<file path="src/rtl/coproc_sequencer.sv">
// coproc_sequencer: instruction FIFO feeding an IDLE/DECODE/EXEC dispatcher.
// Memory opcodes go to the memory unit, arithmetic opcodes to the ALU, each
// through a held start / done handshake. Adds backpressure, illegal-opcode
// detection, an execution timeout and a wrapping retired-instruction counter.
module coproc_sequencer #(
  parameter int INSTR_W = 32,
  parameter int OP_W    = 4,
  parameter int ADDR_W  = 5,
  parameter int DATA_W  = 8,
  parameter int DEPTH   = 4,
  parameter int TIMEOUT = 1023,
  parameter int CNT_W   = 16
) (
  input  logic               clk,
  input  logic               reset,
  input  logic [INSTR_W-1:0] instr_in,
  input  logic               instr_valid,
  output logic               instr_ready,
  output logic               mem_start,
  output logic               mem_wr,
  output logic [ADDR_W-1:0]  mem_addr,
  output logic [DATA_W-1:0]  mem_data,
  input  logic               mem_done,
  output logic               alu_start,
  output logic [OP_W-1:0]    alu_op,
  input  logic               alu_done,
  input  logic               clr_err,
  output logic               busy,
  output logic               err,
  output logic [1:0]         err_code,
  output logic [CNT_W-1:0]   retired
);

  // Only the decoded fields are stored; bits above them carry no meaning.
  localparam int FW = OP_W + ADDR_W + DATA_W;
  localparam int PW = (DEPTH > 1) ? $clog2(DEPTH) : 1;
  localparam int TW = $clog2(TIMEOUT + 1);

  localparam logic [1:0] ERR_NONE    = 2'b00;
  localparam logic [1:0] ERR_ILLEGAL = 2'b01;
  localparam logic [1:0] ERR_TIMEOUT = 2'b10;

  typedef enum logic [1:0] {
    ST_IDLE   = 2'd0,
    ST_DECODE = 2'd1,
    ST_EXEC   = 2'd2
  } state_e;

  // Opcode classes: 0 NOP, 1..2 memory, 3..12 ALU, everything else illegal.
  function automatic logic is_nop_op(input logic [OP_W-1:0] op);
    return (op == OP_W'(0));
  endfunction

  function automatic logic is_mem_op(input logic [OP_W-1:0] op);
    return (op == OP_W'(1)) || (op == OP_W'(2));
  endfunction

  function automatic logic is_alu_op(input logic [OP_W-1:0] op);
    return (op >= OP_W'(3)) && (op <= OP_W'(12));
  endfunction

  // Upper instruction bits are intentionally ignored.
  generate
    if (INSTR_W > FW) begin : g_unused_hi
      logic unused_hi_bits;
      assign unused_hi_bits = ^instr_in[INSTR_W-1:FW];
    end
  endgenerate

  // ---------------- FIFO ----------------
  logic [FW-1:0] fifo_mem_q [DEPTH];
  logic [PW-1:0] wr_ptr_q, wr_ptr_d;
  logic [PW-1:0] rd_ptr_q, rd_ptr_d;
  logic [PW:0]   count_q, count_d;
  logic          fifo_full, fifo_empty, push, pop;

  // ---------------- FSM / datapath ----------------
  state_e              state_q, state_d;
  logic [FW-1:0]       instr_q, instr_d;
  logic                sel_mem_q, sel_mem_d;
  logic [TW-1:0]       tcnt_q, tcnt_d, tcnt_inc;
  logic                mem_start_q, mem_start_d;
  logic                mem_wr_q, mem_wr_d;
  logic [ADDR_W-1:0]   mem_addr_q, mem_addr_d;
  logic [DATA_W-1:0]   mem_data_q, mem_data_d;
  logic                alu_start_q, alu_start_d;
  logic [OP_W-1:0]     alu_op_q, alu_op_d;
  logic                err_q, err_d;
  logic [1:0]          err_code_q, err_code_d;
  logic [CNT_W-1:0]    retired_q, retired_d;
  logic                busy_q, busy_d;

  logic                retire, new_err;
  logic [1:0]          new_code;
  logic                unit_done, timeout_hit;
  logic [OP_W-1:0]     op_f;
  logic [ADDR_W-1:0]   addr_f;
  logic [DATA_W-1:0]   data_f;

  assign fifo_full   = (count_q == (PW+1)'(DEPTH));
  assign fifo_empty  = (count_q == (PW+1)'(0));
  assign instr_ready = !fifo_full;
  assign push        = instr_valid && !fifo_full;
  assign pop         = (state_q == ST_IDLE) && !fifo_empty;

  assign op_f   = instr_q[OP_W-1:0];
  assign addr_f = instr_q[OP_W+ADDR_W-1:OP_W];
  assign data_f = instr_q[FW-1:OP_W+ADDR_W];

  // Only the selected unit's done is observed during EXEC.
  assign unit_done   = sel_mem_q ? mem_done : alu_done;
  assign tcnt_inc    = tcnt_q + TW'(1);
  assign timeout_hit = (tcnt_inc == TW'(TIMEOUT));

  // FIFO pointer and occupancy update; a full FIFO refuses push even on pop.
  always_comb begin
    wr_ptr_d = wr_ptr_q;
    rd_ptr_d = rd_ptr_q;
    count_d  = count_q;
    if (push) begin
      wr_ptr_d = wr_ptr_q + PW'(1);
    end else begin
      wr_ptr_d = wr_ptr_q;
    end
    if (pop) begin
      rd_ptr_d = rd_ptr_q + PW'(1);
    end else begin
      rd_ptr_d = rd_ptr_q;
    end
    case ({push, pop})
      2'b10:   count_d = count_q + (PW+1)'(1);
      2'b01:   count_d = count_q - (PW+1)'(1);
      default: count_d = count_q;
    endcase
  end

  // FIFO storage write; contents are don't-care once pointers reset.
  always_ff @(posedge clk) begin
    if (push) begin
      fifo_mem_q[wr_ptr_q] <= instr_in[FW-1:0];
    end
  end

  // Next-state and registered-output logic of the dispatcher.
  always_comb begin
    state_d     = state_q;
    instr_d     = instr_q;
    sel_mem_d   = sel_mem_q;
    tcnt_d      = tcnt_q;
    mem_start_d = mem_start_q;
    mem_wr_d    = mem_wr_q;
    mem_addr_d  = mem_addr_q;
    mem_data_d  = mem_data_q;
    alu_start_d = alu_start_q;
    alu_op_d    = alu_op_q;
    retire      = 1'b0;
    new_err     = 1'b0;
    new_code    = ERR_NONE;

    case (state_q)
      ST_IDLE: begin
        if (pop) begin
          instr_d = fifo_mem_q[rd_ptr_q];
          state_d = ST_DECODE;
        end else begin
          state_d = ST_IDLE;
        end
      end

      ST_DECODE: begin
        mem_addr_d = addr_f;
        mem_data_d = data_f;
        alu_op_d   = op_f;
        mem_wr_d   = (op_f == OP_W'(2));
        if (is_nop_op(op_f)) begin
          retire  = 1'b1;
          state_d = ST_IDLE;
        end else if (is_mem_op(op_f)) begin
          mem_start_d = 1'b1;
          sel_mem_d   = 1'b1;
          tcnt_d      = TW'(0);
          state_d     = ST_EXEC;
        end else if (is_alu_op(op_f)) begin
          alu_start_d = 1'b1;
          sel_mem_d   = 1'b0;
          tcnt_d      = TW'(0);
          state_d     = ST_EXEC;
        end else begin
          new_err  = 1'b1;
          new_code = ERR_ILLEGAL;
          retire   = 1'b1;
          state_d  = ST_IDLE;
        end
      end

      ST_EXEC: begin
        if (unit_done) begin
          // Done beats a coincident timeout.
          mem_start_d = 1'b0;
          alu_start_d = 1'b0;
          retire      = 1'b1;
          state_d     = ST_IDLE;
        end else if (timeout_hit) begin
          mem_start_d = 1'b0;
          alu_start_d = 1'b0;
          tcnt_d      = tcnt_inc;
          new_err     = 1'b1;
          new_code    = ERR_TIMEOUT;
          retire      = 1'b1;
          state_d     = ST_IDLE;
        end else begin
          tcnt_d  = tcnt_inc;
          state_d = ST_EXEC;
        end
      end

      default: begin
        mem_start_d = 1'b0;
        alu_start_d = 1'b0;
        state_d     = ST_IDLE;
      end
    endcase
  end

  // Sticky error (first error kept until cleared; new error beats clear),
  // retired counter and busy indication.
  always_comb begin
    err_d      = err_q;
    err_code_d = err_code_q;
    retired_d  = retired_q;
    busy_d     = busy_q;
    if (new_err) begin
      err_d = 1'b1;
      if (clr_err || (err_code_q == ERR_NONE)) begin
        err_code_d = new_code;
      end else begin
        err_code_d = err_code_q;
      end
    end else if (clr_err) begin
      err_d      = 1'b0;
      err_code_d = ERR_NONE;
    end else begin
      err_d      = err_q;
      err_code_d = err_code_q;
    end
    if (retire) begin
      retired_d = retired_q + CNT_W'(1);
    end else begin
      retired_d = retired_q;
    end
    busy_d = (state_d != ST_IDLE) || (count_d != (PW+1)'(0));
  end

  // State and output registers with synchronous reset.
  always_ff @(posedge clk) begin
    if (reset) begin
      wr_ptr_q    <= '0;
      rd_ptr_q    <= '0;
      count_q     <= '0;
      state_q     <= ST_IDLE;
      instr_q     <= '0;
      sel_mem_q   <= 1'b0;
      tcnt_q      <= '0;
      mem_start_q <= 1'b0;
      mem_wr_q    <= 1'b0;
      mem_addr_q  <= '0;
      mem_data_q  <= '0;
      alu_start_q <= 1'b0;
      alu_op_q    <= '0;
      err_q       <= 1'b0;
      err_code_q  <= ERR_NONE;
      retired_q   <= '0;
      busy_q      <= 1'b0;
    end else begin
      wr_ptr_q    <= wr_ptr_d;
      rd_ptr_q    <= rd_ptr_d;
      count_q     <= count_d;
      state_q     <= state_d;
      instr_q     <= instr_d;
      sel_mem_q   <= sel_mem_d;
      tcnt_q      <= tcnt_d;
      mem_start_q <= mem_start_d;
      mem_wr_q    <= mem_wr_d;
      mem_addr_q  <= mem_addr_d;
      mem_data_q  <= mem_data_d;
      alu_start_q <= alu_start_d;
      alu_op_q    <= alu_op_d;
      err_q       <= err_d;
      err_code_q  <= err_code_d;
      retired_q   <= retired_d;
      busy_q      <= busy_d;
    end
  end

  assign mem_start = mem_start_q;
  assign mem_wr    = mem_wr_q;
  assign mem_addr  = mem_addr_q;
  assign mem_data  = mem_data_q;
  assign alu_start = alu_start_q;
  assign alu_op    = alu_op_q;
  assign err       = err_q;
  assign err_code  = err_code_q;
  assign retired   = retired_q;
  assign busy      = busy_q;

endmodule
</file>
<file path="config.mk">
export PLATFORM = sky130hd
export DESIGN_NAME = coproc_sequencer
export DESIGN_NICKNAME = d
export VERILOG_FILES = /design/src/rtl/coproc_sequencer.sv
export SDC_FILE = /design/constraint.sdc
export NUM_CORES = 1
export LEC_CHECK = 0
export ABC_AREA = 1
export CAP_MARGIN = 40
export CORE_MARGIN = 2
export CORE_UTILIZATION = 42
export DETAILED_ROUTE_END_ITERATION = 12
export GPL_ROUTABILITY_DRIVEN = 0
export PLACE_DENSITY = 0.7
export SLEW_MARGIN = 10
export SYNTH_ARGS = -nofsm -noshare
export SYNTH_HDL_FRONTEND = slang
export SYNTH_SLANG_ARGS = --single-unit
</file>
<file path="constraint.sdc">
create_clock -name clk -period 3.8 [get_ports clk]
set_clock_uncertainty 0.1 [all_clocks]
set_input_delay 0.38 -clock clk [delete_from_list [all_inputs] [get_ports clk]]
set_output_delay 0.38 -clock clk [all_outputs]
set_load 0.02 [all_outputs]
</file>
==> Yosys cells after proc, flatten, opt, wreduce, memory -nomap -nowiden <==
Memory sizes are Yosys's and may differ from the RTL's. A register that Yosys moved wholly into a read port is not among the register bits.
Index checks and enable logic that the tools add are counted.
{ "word_totals": {"register_bits": 60, "ramBits": 68, "in_bits": 38, "out_inout_bits": 41, "word_cells": 113, "memories": 1} }
{ "memory_table": {"columns": ["memory", "depth", "width", "rd", "rd_clocked_by_memory_dff", "wr", "line", "source"], "rows": [
  ["fifo_mem_q", 4, 17, 1, 1, 1, "71", "logic [FW-1:0] fifo_mem_q [DEPTH];"]
]} }
{ "classes": {"n_addsub": 6, "n_lt_le_gt_ge": 2, "n_eq_ne": 16, "muxes": 47, "n_bitwise": 2, "n_reduce_logical": 23} }
{ "op_table": {"columns": ["operator", "n"], "rows": [
  ["10-bit two-way mux", 4],
  ["1-bit two-way mux", 25],
  ["2-bit two-way mux", 10],
  ["10-bit case mux with 2 select lines", 1],
  ["16-bit by 1-bit adder with 16-bit output, second input constant", 1],
  ["10-bit by 1-bit adder with 10-bit output, second input constant", 1],
  ["10-bit == test, second input constant", 1],
  ["2-bit inequality test, second input constant", 5],
  ["4-bit AND reduction", 2],
  ["2-bit nonzero test", 4],
  ["3-bit inequality test, second input constant", 2],
  ["1-bit case mux with 3 select lines", 2],
  ["2-bit case mux with 3 select lines", 1],
  ["3-bit case mux with 2 select lines", 1],
  ["5-bit AND reduction", 1],
  ["2-bit by 1-bit adder with 2-bit output, second input constant", 2],
  ["2-bit by 1-bit == test with 1-bit output, second input constant", 2],
  ["2-bit == test, second input constant", 2],
  ["4-bit by 1-bit == test with 1-bit output, second input constant", 1],
  ["4-bit by 2-bit == test with 1-bit output, second input constant", 1],
  ["4-bit by 2-bit greater-or-equal comparator with 1-bit output, second input constant", 1],
  ["4-bit <= comparator, second input constant", 1],
  ["2-bit zero test", 2],
  ["4-bit zero test", 1],
  ["14 further kinds", 22]
]} }

==> Depth between registers and ports, before layout <==
{ "depth": {"ltp_word": 8, "ltp_mapped": 16, "ltp_nobuf": 15} }

==> Least setup slack after synthesis <==
Ideal clock, no wire load.
{ "synth_timing": {"path_type": "reg-to-reg", "startpoint": "reg state_q[0]", "endpoint": "reg busy_q, in the netlist busy", "setup_ps": 117, "t_arrival_ps": 2403, "t_required_ps": 3583, "slack_ps": 1180, "path_stages_with_launch": 14, "n_path_buf": 1, "period_less_slack_ps": 2620, "path_cell_list": "dfxtp_1 -> inv_1 -> ha_1 -> inv_1 -> a31oi_1 -> clkbuf_1 -> ha_1 -> inv_1 -> fa_1 -> a21oi_1 -> o21ai_0 -> xor2_1 -> nor2_1 -> a21oi_1"} }
{ "synth_between": {"elab_chain_len": 6, "elab_cells_between_ends": 12, "classes_between": "eq/ne (4); mux (3); reduce/logical (5)"} }
{ "synth_rtl": {"columns": ["element", "line", "source"], "rows": [
  ["from (decl)", "78", "state_e state_q, state_d;"],
  ["from (signal assigned)", "278", "state_q <= state_d;"],
  ["2-bit zero test *", "104", "assign pop = (state_q == ST_IDLE) && !fifo_empty;"],
  ["1-bit logical AND *", "104", null],
  ["via pop", "75", "logic fifo_full, fifo_empty, push, pop;"],
  ["2-bit by 1-bit == test with 1-bit output (tied with other cells)", "130", "case ({push, pop})"],
  ["3-bit case mux with 2 select lines / 2-bit case mux with 3 select lines (equally long branches)", "130, 160", null],
  ["3-bit nonzero test / 2-bit nonzero test (equally long branches)", "251", "busy_d = (state_d != ST_IDLE) || (count_d != (PW+1)'(0));"],
  ["1-bit logical OR *", "251", null],
  ["to (signal assigned)", "291", "busy_q <= busy_d;"],
  ["to (decl)", "91", "logic busy_q, busy_d;"]
]} }
The timed path passes the listed nets; every way through them passes the cells marked *.
A chain may end at the register's enable or synchronous reset.

==> Worst setup path after layout <==
{ "layout_timing": {"startpoint": "reg state_q[1]", "endpoint": "reg tcnt_q[7]"} }
{ "layout_between": {"elab_chain_len": 3, "elab_cells_between_ends": 8, "classes_between": "eq/ne (5); mux (1); reduce/logical (2)"} }
{ "layout_rtl": {"columns": ["element", "line", "source"], "rows": [
  ["2-bit by 1-bit == test with 1-bit output / 2-bit == test (equally long branches)", "160", "case (state_q)"],
  ["3-bit inequality test (no line) (tied with other cells)", null, null],
  ["4-bit AND reduction (no line)", null, null],
  ["to (signal assigned)", "281", "tcnt_q <= tcnt_d;"],
  ["to (decl)", "81", "logic [TW-1:0] tcnt_q, tcnt_d, tcnt_inc;"]
]} }
Several ways; a longest one is shown, not always the timed one.

==> summary.txt <==
Worst setup path
  – CP peak stage delay: 0.57 ns
  – CP Cell Sequence: inv_1 > ha_1 > buf_4 > inv_1 > nor4_1 > a211oi_1 > nand2_1 > inv_1 > o21ai_0 > o211a_1
  – Worst path slowest cell: inv_1
  – CP max FO: 25
  – Crit. End Element: register
  – Crit path top cell by count: inv_1
  – Crit path required time: 4.02 ns
  – Worst Setup Start Kind: register
  – Crit path kind: reg2reg
  – Critical Path AT: 2.97 ns

Timing
  – Slew Limit Fails: 0
  – Hold_ws: 0.3574 ns
  – RSZ-0062 raised after global routing: false
  – Worst-Margin Slew: 0.7431 ns
  – Setup violators final: 0
  – Fin crit share: 0.7246
  – Setup TNS: 0 ns
  – Post-route minimum period: 2.753 ns
  – Endpoints failing hold: 0
  – Slew HR: 0.5041
  – Achievable frequency: 0.3632 GHz

Outcome
  – Outcome: finished, final reports clean

Power and ir drop
  – Internal power: 3.389 mW
  – Pwr Density: 678.8 mW/mm²
  – Combinational Power Share: 0.293
  – Final Power: 5.192 mW
  – Clock Power Share: 0.305
  – Pleak: 2.797 nW
  – Reg power frac: 0.401
  – Peak supply drop: 391.1 µV
  – Sw power: 1.803 mW
  – Sw frac: 0.3473

Detailed routing
  – TritonRoute pass-1 iters: 4
  – Drt first-iter violations: 320
  – Via/cell ratio: 5.041
  – Max layer used: met4
  – WL/cell: 14.04 µm
  – Wire length on met1: 5900 µm
  – Residual DRC: 0
  – Met2 routed WL: 6541 µm
  – WL final: 13270 µm
  – Routed Antenna Nets: 0
  – Via count: 4764
  – WL met3: 599 µm

Clock network
  – CTS tree: built
  – CTS Buf Count: 17
  – Worst-skew pair later-pin latency: 0.42 ns
  – Hold_buf cts: 0
  – Resize count post-CTS: 0
  – Root Buffer: clkbuf_16
  – Sink Count: 145
  – CTS H-tree lvls: 4
  – Clk pin slew, worst setup/hold paths: 0.06 ns
  – Clk buf depth: 2
  – Post-CTS Setup Inserts: 0

Layout
  – Leading cell type in the layout, fill and taps excluded: nor2_1
  – FF/Latch Area: 0.003583 mm²
  – Post-layout nets: 799
  – Footprint of the multi-input gates: 0.002330 mm²
  – Synthesis-to-layout area growth: 21.60%
  – Number of diodes: 0
  – Commonest non-fill, non-tap cells in the layout: nor2_1, o21ai_0, dfxtp_1, edfxtp_1, nand2_1
  – Fillers: 1260
  – Final non-filler cell total: 945
  – Fraction of final layout cells sized beyond drive strength 1: 0.1012

Place
  – Placed Cells: 913
  – IO buf count: 63
  – Post-DP HPWL: 8549 µm

Yosys
  – Cells after Synth: 684
  – Average size of a mapped cell: 9.196 µm²
  – Sequential share of the synthesized area: 0.5697
  – Synthesized flop and latch total: 145
  – Number of distinct library cells after synthesis: 36
  – Post-synthesis cell area: 0.006290 mm²
  – Net Count, Synth: 735
  – YS warnings: 0

Global route
  – Number of global-route vias before repair: 4586
  – Initial antenna violation count: 0
  – First-pass GRT wire length: 21980 µm
  – Gr usage total: 0.1740
  – Total gr overflow: 0
  – Largest net degree at the start of global routing: 38

Run
  – Max-Cap Viols: 0

Floorplanning
  – Die Footprint: 0.01597 mm²
  – Die Y: 126.4 µm
  – Initial Utilization: 0.4311
  – Core Rows: 44
  – Io pins: 79
  – DIE WIDTH: 126.4 µm
  – Core ar.: 0.01459 mm²

Worst hold path
  – Worst hold-check path type: reg2reg
through the flow:
stage	utilization	worst slack, ns	area (µm²)
floorplan	-	1.180	6290
global placement	0.4841	1.154	7063
detailed placement	0.4852	1.036	7078
CTS	0.5243	1.039	7649
global route	0.5243	0.8062	7649
finish	0.5243	1.047	7649
layout make-up:
class,instances,share of cell area
flip-flops and latches,145,0.4685
multi-input cells,453,0.3046
repair buffers,74,0.09423
clock buffers,19,0.05791
well taps,184,0.03010
inverters,57,0.02797
clock inverters,13,0.01669
worst paths after layout:
kind	startpoint	endpoint	slack [ns]	depth (start not counted)
hold / removal	alu_start	alu_start	0.36	2
setup reg to reg	state_q[1]	tcnt_q[7]	1.05	10
hold reg to reg	alu_start	alu_start	0.36	2
setup / recovery	state_q[1]	tcnt_q[7]	1.05	10
state kept, by name, indices dropped and copies added, names as in the netlist, 2 cells and up:
register / count
tcnt_q: 10
retired: 16
alu_op: 4
rd_ptr_q: 2
wr_ptr_q: 2
fifo_mem_q: 68
state_q: 2
err_code: 2
instr_q: 17
count_q: 3
mem_addr: 5
mem_data: 8
cell usage after synthesis, drive strengths merged:
library cell	number	area share
nor2	143	0.087
o21ai	82	0.065
nand2	81	0.059
dfxtp	77	0.25
edfxtp	68	0.32
inv	56	0.033
nand3	42	0.034
a21oi	38	0.036
clkbuf	24	0.019
a31oi	18	0.018
ha	12	0.024
xor2	12	0.017
nor3	8	0.0064
xnor2	5	0.0070
buf	4	0.0064
a211oi	3	0.0036
nand4	3	0.0030
o211a	2	0.0032
clkinv	1	0.00060
dlygate4sd1	1	0.0014
fa	1	0.0032
nor3b	1	0.0012
nor4	1	0.0010
or2	1	0.0010
power by group through the flow:
| stage | combinational [mW] | sequential, mW | clock, mW |
|---|---|---|---|
| 3_5_place_dp | 1.53 | 2.11 | 0 |
| 3_3_place_gp | 1.46 | 2.10 | 0 |
| 5_1_grt | 1.71 | 2.12 | 1.70 |
| 4_1_cts | 1.53 | 2.08 | 1.62 |
| 2_1_floorplan | 0.940 | 2.18 | 0 |
| 6_report | 1.52 | 2.08 | 1.59 |
per-layer routing:
layer,up-vias,track usage
met4,0,0.08145
met1,2216,0.2142
li1,2424,-
met5,-,0
met3,19,0.04471
met2,105,0.2869
worst max-delay path, delay by kind of cell, from the launching register on:
kind / cells / cell delay [ns]
AO/OA/AOI/OAI: 3 / 0.46
adder cells (fa/ha/maj): 1 / 0.17
buffers and inverters: 4 / 1.13
flip-flops: 1 / 0.36
AND/OR/NAND/NOR: 2 / 0.41
logic make-up after synthesis:
family | synth area share
and+or+nand+nor | 0.1926
xor gates and xnor gates | 0.02367
AOI/OAI and AO/OA | 0.1261
DFF | 0.5697
adders and majority gates | 0.02705
buffers and inverters | 0.06087
(Power assumes the default switching activity.)
